**src/rtl/mem_arb_pkg.sv**
```systemverilog
// rtl/mem_arb_pkg.sv - shared encodings and constants for the cache-to-memory arbiter
package mem_arb_pkg;

    typedef enum logic {
        IDLE  = 1'b0,
        BURST = 1'b1
    } arb_state_e;

    localparam int LINE_WORDS_DEF = 4;

    localparam logic ICACHE = 1'b0;
    localparam logic DCACHE = 1'b1;

endpackage

```
**src/rtl/rr_arb2.sv**
```systemverilog
// rtl/rr_arb2.sv - combinational two-request round-robin picker
module rr_arb2 (
    input  logic [1:0] req_i,
    input  logic       last_i,
    output logic [1:0] gnt_o
);

    // On a tie the client that did not win last time takes the grant.
    assign gnt_o[0] = req_i[0] & (~req_i[1] | last_i);
    assign gnt_o[1] = req_i[1] & (~req_i[0] | ~last_i);

endmodule

```
**src/rtl/mem_arbiter.sv**
```systemverilog
// rtl/mem_arbiter.sv - icache/dcache arbiter that locks memory to one cache per line fill
module mem_arbiter
    import mem_arb_pkg::*;
#(
    parameter int LINE_WORDS = LINE_WORDS_DEF,
    parameter int CNT_W      = 3
) (
    input  logic        i_clk,
    input  logic        i_rst_n,
    input  logic [31:0] i_c0_addr,
    input  logic        i_c0_ren,
    input  logic        i_c0_wen,
    input  logic [31:0] i_c0_wdata,
    output logic        o_c0_ready,
    output logic [31:0] o_c0_rdata,
    output logic        o_c0_valid,
    input  logic [31:0] i_c1_addr,
    input  logic        i_c1_ren,
    input  logic        i_c1_wen,
    input  logic [31:0] i_c1_wdata,
    output logic        o_c1_ready,
    output logic [31:0] o_c1_rdata,
    output logic        o_c1_valid,
    input  logic        i_mem_ready,
    output logic [31:0] o_mem_addr,
    output logic        o_mem_ren,
    output logic        o_mem_wen,
    output logic [31:0] o_mem_wdata,
    input  logic [31:0] i_mem_rdata,
    input  logic        i_mem_valid
);

    localparam logic [CNT_W-1:0] LINE_CNT = CNT_W'(LINE_WORDS);
    localparam logic [CNT_W-1:0] LAST_RET = CNT_W'(LINE_WORDS - 1);

    arb_state_e       state_q, state_d;
    logic             owner_q, owner_d;
    logic             rr_last_q, rr_last_d;
    logic [CNT_W-1:0] issued_q, issued_d;
    logic [CNT_W-1:0] returned_q, returned_d;

    logic [1:0]  gnt;
    logic        sel;
    logic        fwd;
    logic        fwd_ren;
    logic        fwd_wen;
    logic        sel_ready;
    logic        sel_valid;
    logic        sel_ren;
    logic        sel_wen;
    logic        room;
    logic [31:0] sel_addr;
    logic [31:0] sel_wdata;

    rr_arb2 u_rr_arb2 (
        .req_i  ({i_c1_ren | i_c1_wen, i_c0_ren | i_c0_wen}),
        .last_i (rr_last_q),
        .gnt_o  (gnt)
    );

    always_comb begin
        state_d    = state_q;
        owner_d    = owner_q;
        rr_last_d  = rr_last_q;
        issued_d   = issued_q;
        returned_d = returned_q;
        sel        = ICACHE;
        fwd        = 1'b0;
        fwd_ren    = 1'b0;
        fwd_wen    = 1'b0;
        sel_ready  = 1'b0;
        sel_valid  = 1'b0;
        room       = 1'b0;

        if (state_q == BURST) begin
            sel = owner_q;
        end else if (gnt[1]) begin
            sel = DCACHE;
        end
        sel_ren   = (sel == DCACHE) ? i_c1_ren   : i_c0_ren;
        sel_wen   = (sel == DCACHE) ? i_c1_wen   : i_c0_wen;
        sel_addr  = (sel == DCACHE) ? i_c1_addr  : i_c0_addr;
        sel_wdata = (sel == DCACHE) ? i_c1_wdata : i_c0_wdata;

        case (state_q)
            IDLE: begin
                if (|gnt) begin
                    fwd       = 1'b1;
                    fwd_ren   = sel_ren;
                    fwd_wen   = sel_wen;
                    sel_ready = i_mem_ready;
                    if (sel_ren && i_mem_ready) begin
                        state_d    = BURST;
                        owner_d    = sel;
                        rr_last_d  = sel;
                        issued_d   = CNT_W'(1);
                        returned_d = '0;
                    end else if (sel_wen && i_mem_ready) begin
                        rr_last_d = sel;
                    end
                end
            end
            BURST: begin
                // Writes from the owner are held off so read data stays in order with the fill.
                fwd       = 1'b1;
                room      = issued_q < LINE_CNT;
                fwd_ren   = sel_ren && room;
                sel_ready = i_mem_ready && !sel_wen && room;
                if (fwd_ren && i_mem_ready) begin
                    issued_d = issued_q + CNT_W'(1);
                end
                if (i_mem_valid) begin
                    sel_valid = 1'b1;
                    if (returned_q == LAST_RET) begin
                        state_d    = IDLE;
                        issued_d   = '0;
                        returned_d = '0;
                    end else begin
                        returned_d = returned_q + CNT_W'(1);
                    end
                end
            end
            default: begin
                state_d = IDLE;
            end
        endcase
    end

    always_ff @(posedge i_clk or negedge i_rst_n) begin
        if (!i_rst_n) begin
            state_q    <= IDLE;
            owner_q    <= ICACHE;
            rr_last_q  <= DCACHE;
            issued_q   <= '0;
            returned_q <= '0;
        end else begin
            state_q    <= state_d;
            owner_q    <= owner_d;
            rr_last_q  <= rr_last_d;
            issued_q   <= issued_d;
            returned_q <= returned_d;
        end
    end

    // Every path is combinational, so reset has to gate the outputs directly.
    assign o_mem_addr  = (i_rst_n && fwd) ? sel_addr  : 32'd0;
    assign o_mem_wdata = (i_rst_n && fwd) ? sel_wdata : 32'd0;
    assign o_mem_ren   = i_rst_n && fwd_ren;
    assign o_mem_wen   = i_rst_n && fwd_wen;

    assign o_c0_ready  = i_rst_n && sel_ready && (sel == ICACHE);
    assign o_c1_ready  = i_rst_n && sel_ready && (sel == DCACHE);
    assign o_c0_valid  = i_rst_n && sel_valid && (sel == ICACHE);
    assign o_c1_valid  = i_rst_n && sel_valid && (sel == DCACHE);
    assign o_c0_rdata  = i_rst_n ? i_mem_rdata : 32'd0;
    assign o_c1_rdata  = i_rst_n ? i_mem_rdata : 32'd0;

endmodule

```
**config.mk**
```make
export PLATFORM = sky130hd
export DESIGN_NAME = mem_arbiter
export DESIGN_NICKNAME = d
export VERILOG_FILES = /design/src/rtl/mem_arb_pkg.sv /design/src/rtl/rr_arb2.sv /design/src/rtl/mem_arbiter.sv
export SDC_FILE = /design/constraint.sdc
export NUM_CORES = 1
export LEC_CHECK = 0
export BUFFER_PORTS_ARGS = -buffer_cell sky130_fd_sc_hd__buf_2
export CORE_AREA = 2 2 118 120
export DETAILED_ROUTE_END_ITERATION = 8
export DIE_AREA = 0 0 120 122
export PLACE_DENSITY = 0.48
export SYNTH_ARGS = -nofsm -noshare
export SYNTH_HDL_FRONTEND = slang
export SYNTH_HIERARCHICAL = 1
export SYNTH_SLANG_ARGS = --single-unit
```
**constraint.sdc**
```tcl
create_clock -name i_clk -period 2.8 [get_ports i_clk]
set_clock_uncertainty 0.1 [all_clocks]
set_input_delay 0.56 -clock i_clk [delete_from_list [all_inputs] [get_ports i_clk]]
set_output_delay 0.56 -clock i_clk [all_outputs]
set_load 0.02 [all_outputs]
```
==> results.yml, run 1 <==
yosys:
  synth_top_area_share_pct: 26.3
  synth.yosys.seq_area_share_pct: 11.6
  ys_seq_elements: 9
  synth_edf_count: 0
  synthCells: 347
  synth_cell_types: 39
  synthTopCellsByArea: "nand2_1 26%, a21oi_1 17%, buf_4 12%"
  synth_flop_cell: "dfrtp_1"
  yosys.area.top_type: "nand2_1"
  synth.cell_area_mm2: 0.00196
  yosysWarnings: 6
  synthArstFlopShare_pct: 100
  syn-num-nets: 517
  synth.avg_cell_area_um2: 5.64
worst_setup_path:
  cp-end-kind: "primary output"
  cp.arrival_ps: 2120
  worst_ep_required_time_ps: 2140
  regToRegStartpoint: "state_q$_DFF_PN0_"
  crit_buf_inv: 5
  path_max_fanout: 6
  startpoint: "i_c1_ren"
  critPathTopFamily: "buffers and inverters"
  crit_slowest_cell: "mux2i_4"
  crit_type: "in -> out"
  max_stage_delay_ps: 260
  crit_path_frequent_cell: "buf_6"
  crit_chain: "buf_6, or2_4, a21boi_4, buf_6, mux2i_4, buf_8, buf_12, nand2_2, a21oi_2, buf_6"
  cp-start-kind: "input pin"
global_routing:
  grt_pass1_wl_mm: 14.2
  track_usage_pct: 11.9
  grt_pass1_vias: 2968
  grt_start_max_net_pins: 45
  grt_antenna_before_repair: 1
  overflow: 0
clocking:
  clock_sinks: 9
  cts_tree: "yes"
  insertion_delay_ps: 230
  path_clk_slew_ps: 40
  cts_root_buf: "clkbuf_16"
  htree_levels: 1
  cts_max_path_buffers: 2
  cts_made_buffers: 3
route:
  topRoutingLayerUsed: "met5"
  drc_errors: 0
  wl_met1_mm: 3.76
  wl_met3_um: 832
  viasPerCell: 4.09
  drt_iter0_markers: 140
  met2_length_mm: 5.18
  vias: 3345
  dr.pass1.iters: 4
  wl_mm: 9.91
  ant_nets: 0
  wl_per_cell_um: 12.1
floorplanning:
  initial_core_util_pct: 14.5
  core_mm2: 0.0135
  die_w_um: 120
  ios: 302
  dieArea_mm2: 0.0146
  die_h_um: 122
  placementRows: 43
layout:
  seq_area_um2: 226
  area_growth_pct: 123
  multi_input_area_mm2: 0.00167
  layout.nets: 809
  antenna_cells: 0
  final_cell_mix: "268 x buf_2, 120 x nand2_1, 48 x buf_4, 41 x a21oi_2, 34 x and2_1"
  layout-drive-gt1-share_pct: 66.0
  layout_commonest_cell: "buf_2"
  fillCellCount: 1474
  fin_util_pct: 32.3
power_and_ir_drop:
  peakVddDrop_uv: 378
  p_leak_nw: 2.42
  power_density_mw_per_mm2: 860
  p_total_mw: 3.75
timing:
  maxSlewViolCount: 0
  setup_viol: 0
  relSlewSlack_pct: 70.8
  hold_viol_final: 0
  fmax_mhz: 360
  rsz0062_at_grt: "true"
  fin_hold_ws_ps: 300
  worst_slew_pin_slew_ps: 439
  period_share_pct: 99.3
  fin_crit_ps: 2780
  fin_ws_ps: 20.1
worst_hold_path:
  min-delay-path-class: "in -> async"
run_status:
  status: "completed"
job:
  maxCapViolations: 0
placed_design:
  dp_hpwl_mm: 7.55
  portBuffers: 301
  pre_cts_slack_ps: -102
  gp_congestion: 0.801
[state kept, by name (all words and copies together), names as in the netlist]
| register | cells |
|---|---|
| state_q | 1 |
| returned_q | 3 |
| owner_q | 1 |
| issued_q | 3 |
| rr_last_q | 1 |
[area by class of cell]
type | count | area share, %
inverter | 1 | 0.0862
timing repair buffer | 345 | 49.3
multi-input combinational | 279 | 38.4
clock buffer | 4 | 1.81
sequential | 9 | 5.20
tap | 180 | 5.17
[cells in the mapped netlist, types with 2 or more instances]
cell / count
a21oi_1: 66
or2_2: 3
nand2_1: 137
nand3b_1: 2
o2bb2a_1: 2
a31o_1: 2
nor3b_1: 2
dfrtp_1: 8
and2_1: 34
ha_1: 2
buf_2: 2
buf_4: 32
a21boi_0: 2
nor2_1: 2
buf_1: 5
o31ai_1: 2
a211oi_1: 2
nor3_1: 3
clkbuf_1: 19
[cell families (layout without fill, tap and decap cells)]
family / count (synthesis) / after routing / synth area share [%]
buffers and inverters: 59 / 350 / 17.6
and+or+nand+nor: 190 / 190 / 43.4
AOI/OAI and AO/OA: 83 / 83 / 23.7
DFF: 9 / 9 / 11.6
adders and majority gates: 2 / 2 / 1.28
muxes: 4 / 4 / 2.43
[worst reg2reg max path, cell delays in order, from the launching register on]
cell and delay, ps:
dfrtp_1 600, mux2i_4 420, buf_6 150, buf_12 120, buf_4 110, mux2_4 330, buf_4 150, o21bai_1 160
o2bb2a_2 240
[report_power, final]
part	internal (mW)	switching [mW]
sequential	0.190	0.0784
clock	0.190	0.0602
combinational	1.47	1.76
[metal layers]
layer	track usage, %	vias to the layer above
met4	2.35	2
li1	-	1689
met1	13.8	1442
met5	0	-
met3	1.87	12
met2	23.1	200
[final timing paths]
kind | slack (ps) | to | cells after the start
worst max-delay path | 20 | o_mem_wdata[31] | 10
worst min-delay path | 300 | returned_q[2]$_DFFE_PN0P_ | 2
worst max register to register | 290 | issued_q[2]$_DFFE_PN0P_ | 8
worst min register to register | 400 | issued_q[1]$_DFFE_PN0P_ | 1
max in group asynchronous | 2000 | rr_last_q$_DFFE_PN1P_ | 2
min in group i_clk | 400 | issued_q[1]$_DFFE_PN0P_ | 1
[timing repair]
action	in CTS	in global routing
hold endpoints to repair	0	0
endpoints found under the setup margin	65	76
hold buffers	0	0
gates cloned	3	1
buffers inserted	7	0
gates resized for setup	32	59
pin swaps	4	24
[stage by stage]
stage / std cells / cell area, um^2 / TNS [ps]
6_report: 818 / 4360 / 0
5_1_grt: 818 / 4360 / -456
4_1_cts: 820 / 4220 / 0
3_5_place_dp: 806 / 3890 / -4050
3_3_place_gp: 806 / 3890 / -4430
2_1_floorplan: 347 / 2100 / -201
No activity file was read; power rests on OpenSTA's default activity.
==> run 2: changes to the inputs <==
--- a/config.mk
+++ b/config.mk
@@ -7,8 +7,9 @@
 export LEC_CHECK = 0
 export BUFFER_PORTS_ARGS = -buffer_cell sky130_fd_sc_hd__buf_2
-export CORE_AREA = 2 2 118 120
+export CORE_AREA = 2 2 119 121
 export DETAILED_ROUTE_END_ITERATION = 8
-export DIE_AREA = 0 0 120 122
-export PLACE_DENSITY = 0.48
+export DIE_AREA = 0 0 121 123
+export PLACE_DENSITY = 0.46
+export SLEW_MARGIN = 20
 export SYNTH_ARGS = -nofsm -noshare
 export SYNTH_HDL_FRONTEND = slang
==> constraint.sdc (replaced) <==
create_clock -name i_clk -period 2.7 [get_ports i_clk]
set_clock_uncertainty 0.1 [all_clocks]
set_input_delay 0.54 -clock i_clk [delete_from_list [all_inputs] [get_ports i_clk]]
set_output_delay 0.54 -clock i_clk [all_outputs]
set_load 0.005 [all_outputs]
==> run 2 against run 1 <==
Global-route usage rose by 0.085 points. Clock-buffer cell count fell by 1. First-iteration DRC count decreased by 37%. Sequential share of layout area up 0.38 points. Hold slack better by 2.5 ps. Clock power up 6%. Die area is 1.7% higher. Cell count down 1.2%. Critical path depth up 1. Via count fell by 0.21%. Utilization decreased by 2.4 points. Largest power group unchanged. Non-clock buffer count is 10 lower.
==> results.yml, run 2 (synthesized netlist as in run 1, its figures left out) <==
run_status:
  status: "completed"
route:
  ant_nets: 0
  drt_iter0_markers: 88
  dr.pass1.iters: 4
  drc_errors: 0
  vias: 3338
  wl_mm: 10.5
  wl_per_cell_um: 13.0
  viasPerCell: 4.13
global_routing:
  grt_start_max_net_pins: 45
  track_usage_pct: 12.0
  overflow: 0
  grt_antenna_before_repair: 0
  grt_pass1_wl_mm: 14.3
  grt_pass1_vias: 2943
timing:
  relSlewSlack_pct: 75.0
  setup_viol: 0
  fin_hold_ws_ps: 302
  fin_crit_ps: 2700
  fin_ws_ps: 3.39
  period_share_pct: 99.9
  worst_slew_pin_slew_ps: 375
  fmax_mhz: 371
  final.setup.tns_ps: 0
  rsz0062_at_grt: "true"
  maxSlewViolCount: 0
  hold_viol_final: 0
floorplanning:
  dieArea_mm2: 0.0149
  core_mm2: 0.0136
  placementRows: 43
  die_h_um: 123
  initial_core_util_pct: 14.4
  ios: 302
  die_w_um: 121
job:
  maxCapViolations: 0
worst_setup_path:
  crit_type: "in -> out"
  regToRegStartpoint: "rr_last_q$_DFFE_PN1P_"
  cp-start-kind: "input pin"
  rr_worst_depth: 9
  reg2reg_to: "returned_q[1]$_DFFE_PN0P_"
  startpoint: "i_c1_wen"
  cp.arrival_ps: 2060
  cp-end-kind: "primary output"
  crit_chain: "buf_6, or2_4, a21boi_4, buf_6, mux2i_4, buf_12, buf_8, buf_12, nand2_2, a21oi_2, buf_2"
  path_max_fanout: 5
  crit_slowest_cell: "or2_4"
  worst_ep_required_time_ps: 2060
  r2r_slack_ps: 300
  max_stage_delay_ps: 240
clocking:
  htree_levels: 1
  path_clk_slew_ps: 40
  insertion_delay_ps: 240
  cts_root_buf: "clkbuf_16"
  cts_max_path_buffers: 2
  cts_hold_buf: 0
  cts_tree: "yes"
  clock_sinks: 9
  cts_made_buffers: 3
placed_design:
  pre_cts_slack_ps: -272
  dp_hpwl_mm: 7.96
  portBuffers: 301
  dp_cells: 794
  gp_congestion: 0.760
  dpl_cell_area_mm2: 0.00363
power_and_ir_drop:
  p_total_mw: 3.20
  power_density_mw_per_mm2: 787
  p_leak_nw: 2.35
  peakVddDrop_uv: 512
layout:
  fin_area_mm2: 0.00406
  largest_registers: "issued_q (3), returned_q (3)"
  area_growth_pct: 108
  layout.nets: 799
  final_cell_mix: "298 x buf_2, 127 x nand2_1, 45 x a21oi_1, 34 x and2_1, 21 x a21oi_2"
  final-instance-count-excl-fill: 808
  antenna_cells: 0
  fin_util_pct: 29.8
  fillCellCount: 1529
  layout_commonest_cell: "buf_2"
  layout-drive-gt1-share_pct: 61.0
worst_hold_path:
  min-delay-path-class: "in -> async"
-- run 2: changes by cell type in the layout (fill, tap and decap cells not counted), sizes merged --
cell and delta:
bufbuf -1, clkinv +1, buf -10
-- run 2: metal layers --
layer | vias to the layer above | part of all wire [%] | global-route usage (%)
li1 | 1666 | - | -
met1 | 1471 | 40 | 14.4
met2 | 195 | 51 | 22.5
met3 | 6 | 8.1 | 1.85
met4 | 0 | 0.87 | 2.40
met5 | - | 0 | 0
-- run 2: worst max-delay path by stage --
stage / cells past startpoint / slack [ps] / to
after global placement: 8 / -260 / o_c1_ready
after CTS: 9 / -10 / o_c1_ready
after global routing: 10 / -60 / o_mem_addr[0]
after detailed placement: 8 / -270 / o_c1_ready
after floorplan: 7 / 30 / o_mem_wdata[10]
final: 11 / 3 / o_mem_addr[8]
-- run 2: worst max-delay path: cells and delay by family --
kind	cells	cell delay (ps)
buffers and inverters	6	690
AOI/OAI and AO/OA	2	290
and+or+nand+nor	2	290
muxes	1	230
-- run 2: timing repair --
action                     4_1_cts  5_1_grt
setup buffers                    5        2
resized for setup               19       37
gates cloned                     2        2
setup endpoints to repair       67       69
pin swaps                        4        5
-- run 2: where the power goes --
| part | switching, mW | internal [mW] |
|---|---|---|
| registers | 0.0772 | 0.197 |
| clock network | 0.0689 | 0.196 |
| logic | 1.33 | 1.32 |
-- run 2: final cells by class --
class / instances / area [um^2] / area share, %
Timing Repair Buffer: 335 / 1950 / 48.1
Multi-Input combinational cell: 279 / 1570 / 38.7
Tap cell: 180 / 225 / 5.55
Sequential cell: 9 / 226 / 5.58
Clock buffer: 3 / 75.1 / 1.85
Inverter: 1 / 3.75 / 0.0925
Clock inverter: 1 / 5.00 / 0.123
